### config.mk
export PLATFORM = sky130hd
export DESIGN_NAME = datamem_arbiter
export DESIGN_NICKNAME = d
export VERILOG_FILES = /design/src/rtl/datamem_arbiter.sv
export SDC_FILE = /design/constraint.sdc
export NUM_CORES = 1
export LEC_CHECK = 0
export ABC_AREA = 1
export CAP_MARGIN = 20
export CELL_PAD_IN_SITES_DETAIL_PLACEMENT = 0
export CELL_PAD_IN_SITES_GLOBAL_PLACEMENT = 1
export CORE_MARGIN = 4
export CORE_UTILIZATION = 25
export DETAILED_ROUTE_END_ITERATION = 16
export PLACE_DENSITY = 0.71
export SYNTH_ARGS = -nofsm -noshare
export SYNTH_HDL_FRONTEND = slang
export SYNTH_SLANG_ARGS = --single-unit
### constraint.sdc
create_clock -name CLK -period 1.1 [get_ports CLK]
set_input_delay 0.22 -clock CLK [delete_from_list [all_inputs] [get_ports CLK]]
set_output_delay 0.22 -clock CLK [all_outputs]
set_load 0.005 [all_outputs]
### src/rtl/datamem_arbiter.sv
// datamem_arbiter: shares one single-port datamem (sync write, combinational read) between two
// requesters using a REQ/ACK handshake per requester and round-robin on contention.
//
// Ports:
//   CLK, RST                  clock (posedge) and asynchronous active-high reset
//   REQ0/1, WEN0/1            access request (held until ACK) and write enable (1 = write)
//   ADD0/1, DIN0/1            access address and write data, stable while REQ high
//   ACK0/1                    one-cycle completion pulse to the served requester
//   DOUT0/1                   read data (old word on a write), held until that port's next ACK
//   MEM_ADD/DATAIN/WEN        drive the datamem; MEM_DATAOUT is its combinational read data
//   BUSY                      high while an access is in flight (ACCESS or RESP)
//
// Every service takes three cycles: grant edge (IDLE->ACCESS), completion edge (ACCESS->RESP,
// memory write commits and read data is captured), recovery edge (RESP->IDLE).
module datamem_arbiter #(
  parameter int unsigned AddWidth  = 2,
  parameter int unsigned DataWidth = 2
) (
  input  logic                 CLK,
  input  logic                 RST,
  input  logic                 REQ0,
  input  logic                 REQ1,
  input  logic                 WEN0,
  input  logic                 WEN1,
  input  logic [AddWidth-1:0]  ADD0,
  input  logic [AddWidth-1:0]  ADD1,
  input  logic [DataWidth-1:0] DIN0,
  input  logic [DataWidth-1:0] DIN1,
  output logic                 ACK0,
  output logic                 ACK1,
  output logic [DataWidth-1:0] DOUT0,
  output logic [DataWidth-1:0] DOUT1,
  output logic [AddWidth-1:0]  MEM_ADD,
  output logic [DataWidth-1:0] MEM_DATAIN,
  output logic                 MEM_WEN,
  input  logic [DataWidth-1:0] MEM_DATAOUT,
  output logic                 BUSY
);

  typedef enum logic [1:0] {StIdle, StAccess, StResp} state_e;

  state_e               state_q, state_d;
  logic                 last_q, last_d;
  logic                 gnt_q, gnt_d;
  logic                 wen_q, wen_d;
  logic [AddWidth-1:0]  add_q, add_d;
  logic [DataWidth-1:0] din_q, din_d;
  logic [DataWidth-1:0] dout0_q, dout0_d;
  logic [DataWidth-1:0] dout1_q, dout1_d;
  logic                 ack0_q, ack0_d;
  logic                 ack1_q, ack1_d;
  logic                 pick;

  // Round-robin: on a tie the requester that was not served last wins.
  always_comb begin
    if (REQ0 && REQ1) begin
      pick = ~last_q;
    end else begin
      pick = REQ1;
    end
  end

  always_comb begin
    state_d = state_q;
    last_d  = last_q;
    gnt_d   = gnt_q;
    wen_d   = wen_q;
    add_d   = add_q;
    din_d   = din_q;
    dout0_d = dout0_q;
    dout1_d = dout1_q;
    ack0_d  = 1'b0;
    ack1_d  = 1'b0;
    unique case (state_q)
      StIdle: begin
        if (REQ0 || REQ1) begin
          gnt_d   = pick;
          wen_d   = pick ? WEN1 : WEN0;
          add_d   = pick ? ADD1 : ADD0;
          din_d   = pick ? DIN1 : DIN0;
          state_d = StAccess;
        end
      end
      StAccess: begin
        // Read data is sampled before the write lands, so a write returns the old word.
        if (gnt_q) begin
          dout1_d = MEM_DATAOUT;
          ack1_d  = 1'b1;
        end else begin
          dout0_d = MEM_DATAOUT;
          ack0_d  = 1'b1;
        end
        last_d  = gnt_q;
        state_d = StResp;
      end
      StResp: begin
        state_d = StIdle;
      end
      default: begin
        state_d = StIdle;
      end
    endcase
  end

  always_ff @(posedge CLK or posedge RST) begin
    if (RST) begin
      state_q <= StIdle;
      last_q  <= 1'b1;
      gnt_q   <= 1'b0;
      wen_q   <= 1'b0;
      add_q   <= '0;
      din_q   <= '0;
      dout0_q <= '0;
      dout1_q <= '0;
      ack0_q  <= 1'b0;
      ack1_q  <= 1'b0;
    end else begin
      state_q <= state_d;
      last_q  <= last_d;
      gnt_q   <= gnt_d;
      wen_q   <= wen_d;
      add_q   <= add_d;
      din_q   <= din_d;
      dout0_q <= dout0_d;
      dout1_q <= dout1_d;
      ack0_q  <= ack0_d;
      ack1_q  <= ack1_d;
    end
  end

  // MEM_WEN comes only from registered state, so an async reset kills a pending write at once.
  assign MEM_WEN    = (state_q == StAccess) && wen_q;
  assign MEM_ADD    = add_q;
  assign MEM_DATAIN = din_q;
  assign BUSY       = (state_q != StIdle);
  assign ACK0       = ack0_q;
  assign ACK1       = ack1_q;
  assign DOUT0      = dout0_q;
  assign DOUT1      = dout1_q;

endmodule

==> impl_metrics.toml, run 1 <==
[route]
met1_length_um = 696
wl_met3_um = 127
drt_iter0_drc = 12
drt_first_pass_iters = 5
ant_nets = 0
post_drt_wl_per_cell_um = 9.85
top_layer = "met4"
avgViaCountPerCell = 4.21
num_vias = 653
drc_errors = 0
routed-wl-met2_um = 694
wl_um = 1530

[power_and_ir_drop]
power_frac_clock = 0.119
vdd_drop_max_mv = 1.12
power_mw = 2.60
pwr-share-seq = 0.379
p_switching_mw = 0.958
combPwrFrac = 0.502
p_sw_frac = 0.369
leakagePower_nw = 0.618
powerDensity_nw_per_um2 = 2290
intPower_mw = 1.64

[grt]
grt_max_degree = 10
grt_pass1_wl_um = 2720
overflow = 0
grt_pass1_vias = 641
grtUsageTotal = 0.0988
grt_antenna_before_repair = 0

[floorplan]
pin_count = 28
die_area_sq_um = 3690
row_count = 18
dieWidth_um = 60.7
die_h_um = 60.7
initial_core_util = 0.270
core_sq_um = 2570

[finish]
nFillCells = 286
nets = 142
syn2layout_area_growth_pct = 63.4
final_util = 0.442
design_area_sq_um = 1130
drive_above_1_share = 0.376
antenna_cells = 0

[sta]
period_minus_slack_ns = 1.32
clock.fmax_ghz = 0.758
fin_ws_ns = -0.219
tns_ns = -0.792
tightest_slew_ns = 0.340
slew_viol_final = 0
setup_viol = 12
slew_headroom = 0.773
rsz0062_at_grt = "true"
post-route-period-util = 1.20
fin_skew_ns = 0.00316
final-hold-violation-count = 0

[yosys]
yosysTopAreaCellShare = 0.505
synth_area_leaders = "dfrtp_1 50%, nand2_1 12%, inv_1 10%"
ys.flop_type = "dfrtp_1"
syn_area_per_cell_sq_um = 8.27
ys_seq_area_frac = 0.542
synth-edff-count = 0
synth-seq-cells = 15
synth_top_cell_by_area = "dfrtp_1"
async_flop_share = 1.00
syn_area_sq_um = 694
synth_common_cells = "23 x nand2_1, 19 x inv_1, 14 x dfrtp_1, 10 x nand3_1, 4 x nand2_2"
netlist_instances = 84
yosys_warnings = 0
synthDistinctLibCells = 14
synth.most_common_cell = "nand2_1"
synth_nets = 100

[clock_tree]
htreeDepth = 1
cts_buffers = 3
cts_tree = "yes"
clock-sinks = 15
cts.clk_slew.worst_paths_ns = 0.09
clkLatencyLatePin_ns = 0.28
clockBufferDepth = 2
root_buffer = "clkbuf_4"
holdBufCountCts = 0

[setup_path]
critical_path_required_ns = 0.88
rrSetupSlack_ns = -0.09
cp.arrival_ns = 1.10
ff2ff_path_depth = 7
end_kind = "output pin"
crit_fanout = 2
critPathLaunchType = "register"
criticalPathCategory = "reg -> out"

[outcome]
violations = "setup timing"
status = "complete, but fails checks"

[min_path]
hp-class = "in -> async"

[run]
cap_violations = 0

[placement]
numPortBuffers = 27
dpl_cell_area_sq_um = 1080
place.gp.congestion = 0.729
place_hpwl_um = 1240
preCtsSetupSlack_ns = -0.255
[layer usage]
layer,track usage,up-vias
li1,-,332
met3,0.0404,2
met1,0.133,297
met5,0,-
met4,0.0186,0
met2,0.151,22
[flip-flops by register name, summed over array words and instances, names as in the netlist]
name        cells
DOUT0           2
ACK0            1
state_q         2
DOUT1           2
wen_q           1
MEM_ADD         2
gnt_q           1
last_q          1
ACK1            1
MEM_DATAIN      2
[cell type report]
type / count / area, sq um / area share
Multi-Input combinational cell: 48 / 285 / 0.251
Tap cell: 30 / 37.5 / 0.0331
Clock inverter: 1 / 5.00 / 0.00441
Sequential cell: 15 / 377 / 0.332
Inverter: 20 / 75.1 / 0.0662
Timing Repair Buffer: 38 / 333 / 0.293
Clock buffer: 3 / 22.5 / 0.0198
[final timing paths]
kind / startpoint / to
setup / recovery: state_q[1] / MEM_WEN
hold / removal: RST / gnt_q
setup reg to reg: state_q[1] / MEM_DATAIN[0]
hold reg to reg: last_q / last_q
max in group asynchronous: RST / MEM_ADD[0]
min in group CLK: last_q / last_q
[critical path, stage by stage (launching register included)]
cell	delay [ns]
dfrtp_1	0.39
buf_6	0.12
nor2_4	0.09
inv_2	0.05
nor2_2	0.06
buf_2	0.11
[cell usage in the layout, fill, tap and decap left out, types with 3 or more instances in the layout]
cell type / instances
nand2_1: 20
inv_1: 18
clkdlybuf4s50_1: 15
dfrtp_1: 14
buf_2: 9
nand2_2: 5
nand3_1: 5
nand3_2: 5
buf_4: 5
buf_6: 4
o21ai_1: 3
clkbuf_4: 3
clkbuf_2: 3
[repair_timing]
item	CTS	global route
cloned	0	0
endpoints found under the setup margin	18	16
endpoints found under the hold margin	0	0
setup buffers	3	1
gates resized for setup	53	11
pin swaps	5	2
[kinds of logic after synthesis]
logic type	after synthesis	synth area share
AO/OA/AOI/OAI	6	0.0486
buffers and inverters	21	0.124
flip-flops	15	0.542
AND/OR/NAND/NOR	42	0.285
[stage by stage]
stage | hold WS (ns) | instances
floorplan | 0.121 | 84
global placement | 0.477 | 148
detailed placement | 0.475 | 148
CTS | 0.186 | 155
global route | 0.211 | 155
finish | 0.187 | 155
[power groups by stage]
stage                     Clock (mW)  Combinational (mW)  Sequential, mW
after global placement             0                1.25           0.986
final                          0.309                1.30           0.985
after floorplan                    0               0.497           0.983
after CTS                      0.326                1.28           0.977
after detailed placement           0                1.26           0.985
after global routing           0.357                1.48            1.03
(Power assumes the default switching activity.)
==> run 2, diff against run 1 <==
Settings changed: PLACE_DENSITY 0.71 to 0.72.
==> run 2 against run 1 <==
Against the previous run: the run still ends with setup timing left; die area stayed put; total power decreased by 2.4%; register-to-register slack about the same; critical endpoint unchanged; highest routed layer is now met3.
==> impl_metrics.toml, run 2 (same netlist as run 1, synthesis figures left out) <==
[route]
drt_first_pass_iters = 6
post_drt_wl_per_cell_um = 10.4
wl_um = 1600
num_vias = 647
avgViaCountPerCell = 4.20
drc_errors = 0
ant_nets = 0
drt_iter0_drc = 10

[floorplan]
die_h_um = 60.7
die_area_sq_um = 3690
pin_count = 28
row_count = 18
core_sq_um = 2570
dieWidth_um = 60.7
initial_core_util = 0.270

[grt]
grt_pass1_wl_um = 2820
grt_pass1_vias = 683
grt_antenna_before_repair = 0
overflow = 0
grtUsageTotal = 0.104
grt_max_degree = 10

[clock_tree]
clkLatencyLatePin_ns = 0.28
cts.clk_slew.worst_paths_ns = 0.09
clockBufferDepth = 2
cts_tree = "yes"
htreeDepth = 1
holdBufCountCts = 0
root_buffer = "clkbuf_4"
cts_buffers = 3
clock-sinks = 15

[sta]
slew_headroom = 0.791
tightest_slew_ns = 0.313
final-hold-violation-count = 0
period_minus_slack_ns = 1.31
post-route-period-util = 1.19
fin_ws_ns = -0.206
rsz0062_at_grt = "true"
tns_ns = -0.693
slew_viol_final = 0
fin_skew_ns = 0.00475
clock.fmax_ghz = 0.765
hold_slack_ns = 0.181
setup_viol = 10

[power_and_ir_drop]
powerDensity_nw_per_um2 = 2280
vdd_drop_max_mv = 1.07
leakagePower_nw = 0.602

[min_path]
hp-class = "in -> async"

[outcome]
status = "complete, but fails checks"
violations = "setup timing"

[setup_path]
criticalPathCategory = "reg -> out"
cp.arrival_ns = 1.09
ff2ff_path_depth = 7
critical_path_required_ns = 0.88
slowest_stage = "dfrtp_1"
end_kind = "output pin"
critPathLaunchType = "register"
crit_fanout = 2
max_stage_delay_ns = 0.39
cp_cell_sequence = "buf_6, nor2_4, inv_2, nor2_1, buf_2"

[finish]
nets = 141
mostFrequentLayoutCells = "19 x nand2_1, 18 x inv_1, 15 x clkdlybuf4s50_1, 14 x dfrtp_1, 9 x buf_2"
drive_above_1_share = 0.347
syn2layout_area_growth_pct = 59.8
final_common_cell = "nand2_1"
antenna_cells = 0
layoutNonFillerInstCount = 154

[placement]
place_hpwl_um = 1270
dp_cells = 147
preCtsSetupSlack_ns = -0.254
numPortBuffers = 27
place.gp.congestion = 0.750

[run]
cap_violations = 0
-- run 2: cell type report --
cell class | instances | area, sq um
clock buffer | 4 | 26.3
multi-input combinational | 48 | 280
timing repair buffer | 37 | 314
inverter | 20 | 75.1
tap | 30 | 37.5
sequential | 15 | 377
fill | 292 | 1460
-- run 2: worst paths after layout --
kind	to	slack (ns)	start
hold / removal	state_q[0]	0.18	RST
hold reg to reg	last_q	0.48	last_q
setup / recovery	MEM_WEN	-0.21	state_q[1]
setup reg to reg	wen_q	-0.08	state_q[1]
max in group asynchronous	DOUT1[0]	0.57	RST
min in group CLK	last_q	0.48	last_q
-- run 2: per-stage QoR --
step | power [mW] | area, sq um | utilization
after global routing | 2.79 | 1110 | 0.432
after global placement | 2.20 | 1060 | 0.411
after detailed placement | 2.21 | 1060 | 0.411
after floorplan | 1.48 | 694 | -
final | 2.53 | 1110 | 0.432
after CTS | 2.53 | 1100 | 0.429
-- run 2: what timing repair did --
action                     CTS  global route
setup endpoints to repair   19            15
gates resized for setup     52             9
pin swaps                    6             2
buffers inserted             3             1
-- run 2: per-layer routing --
metal  wire (um)  global-route usage  vias up
met1         732               0.127      297
li1            -                   -      331
met3         108              0.0468        0
met2         759               0.162       19
met5           0                   0        -
met4           0              0.0341        0
-- run 2: power by group --
part	switching [mW]	internal, mW
combinational	0.610	0.639
sequential	0.154	0.822
clock	0.169	0.141
total	0.933	1.60
-- run 2: critical path, delay by kind of cell (launching register included) --
family / cells / cell delay (ns)
AND/OR/NAND/NOR: 2 / 0.15
buffers and inverters: 3 / 0.27
flip-flops: 1 / 0.39
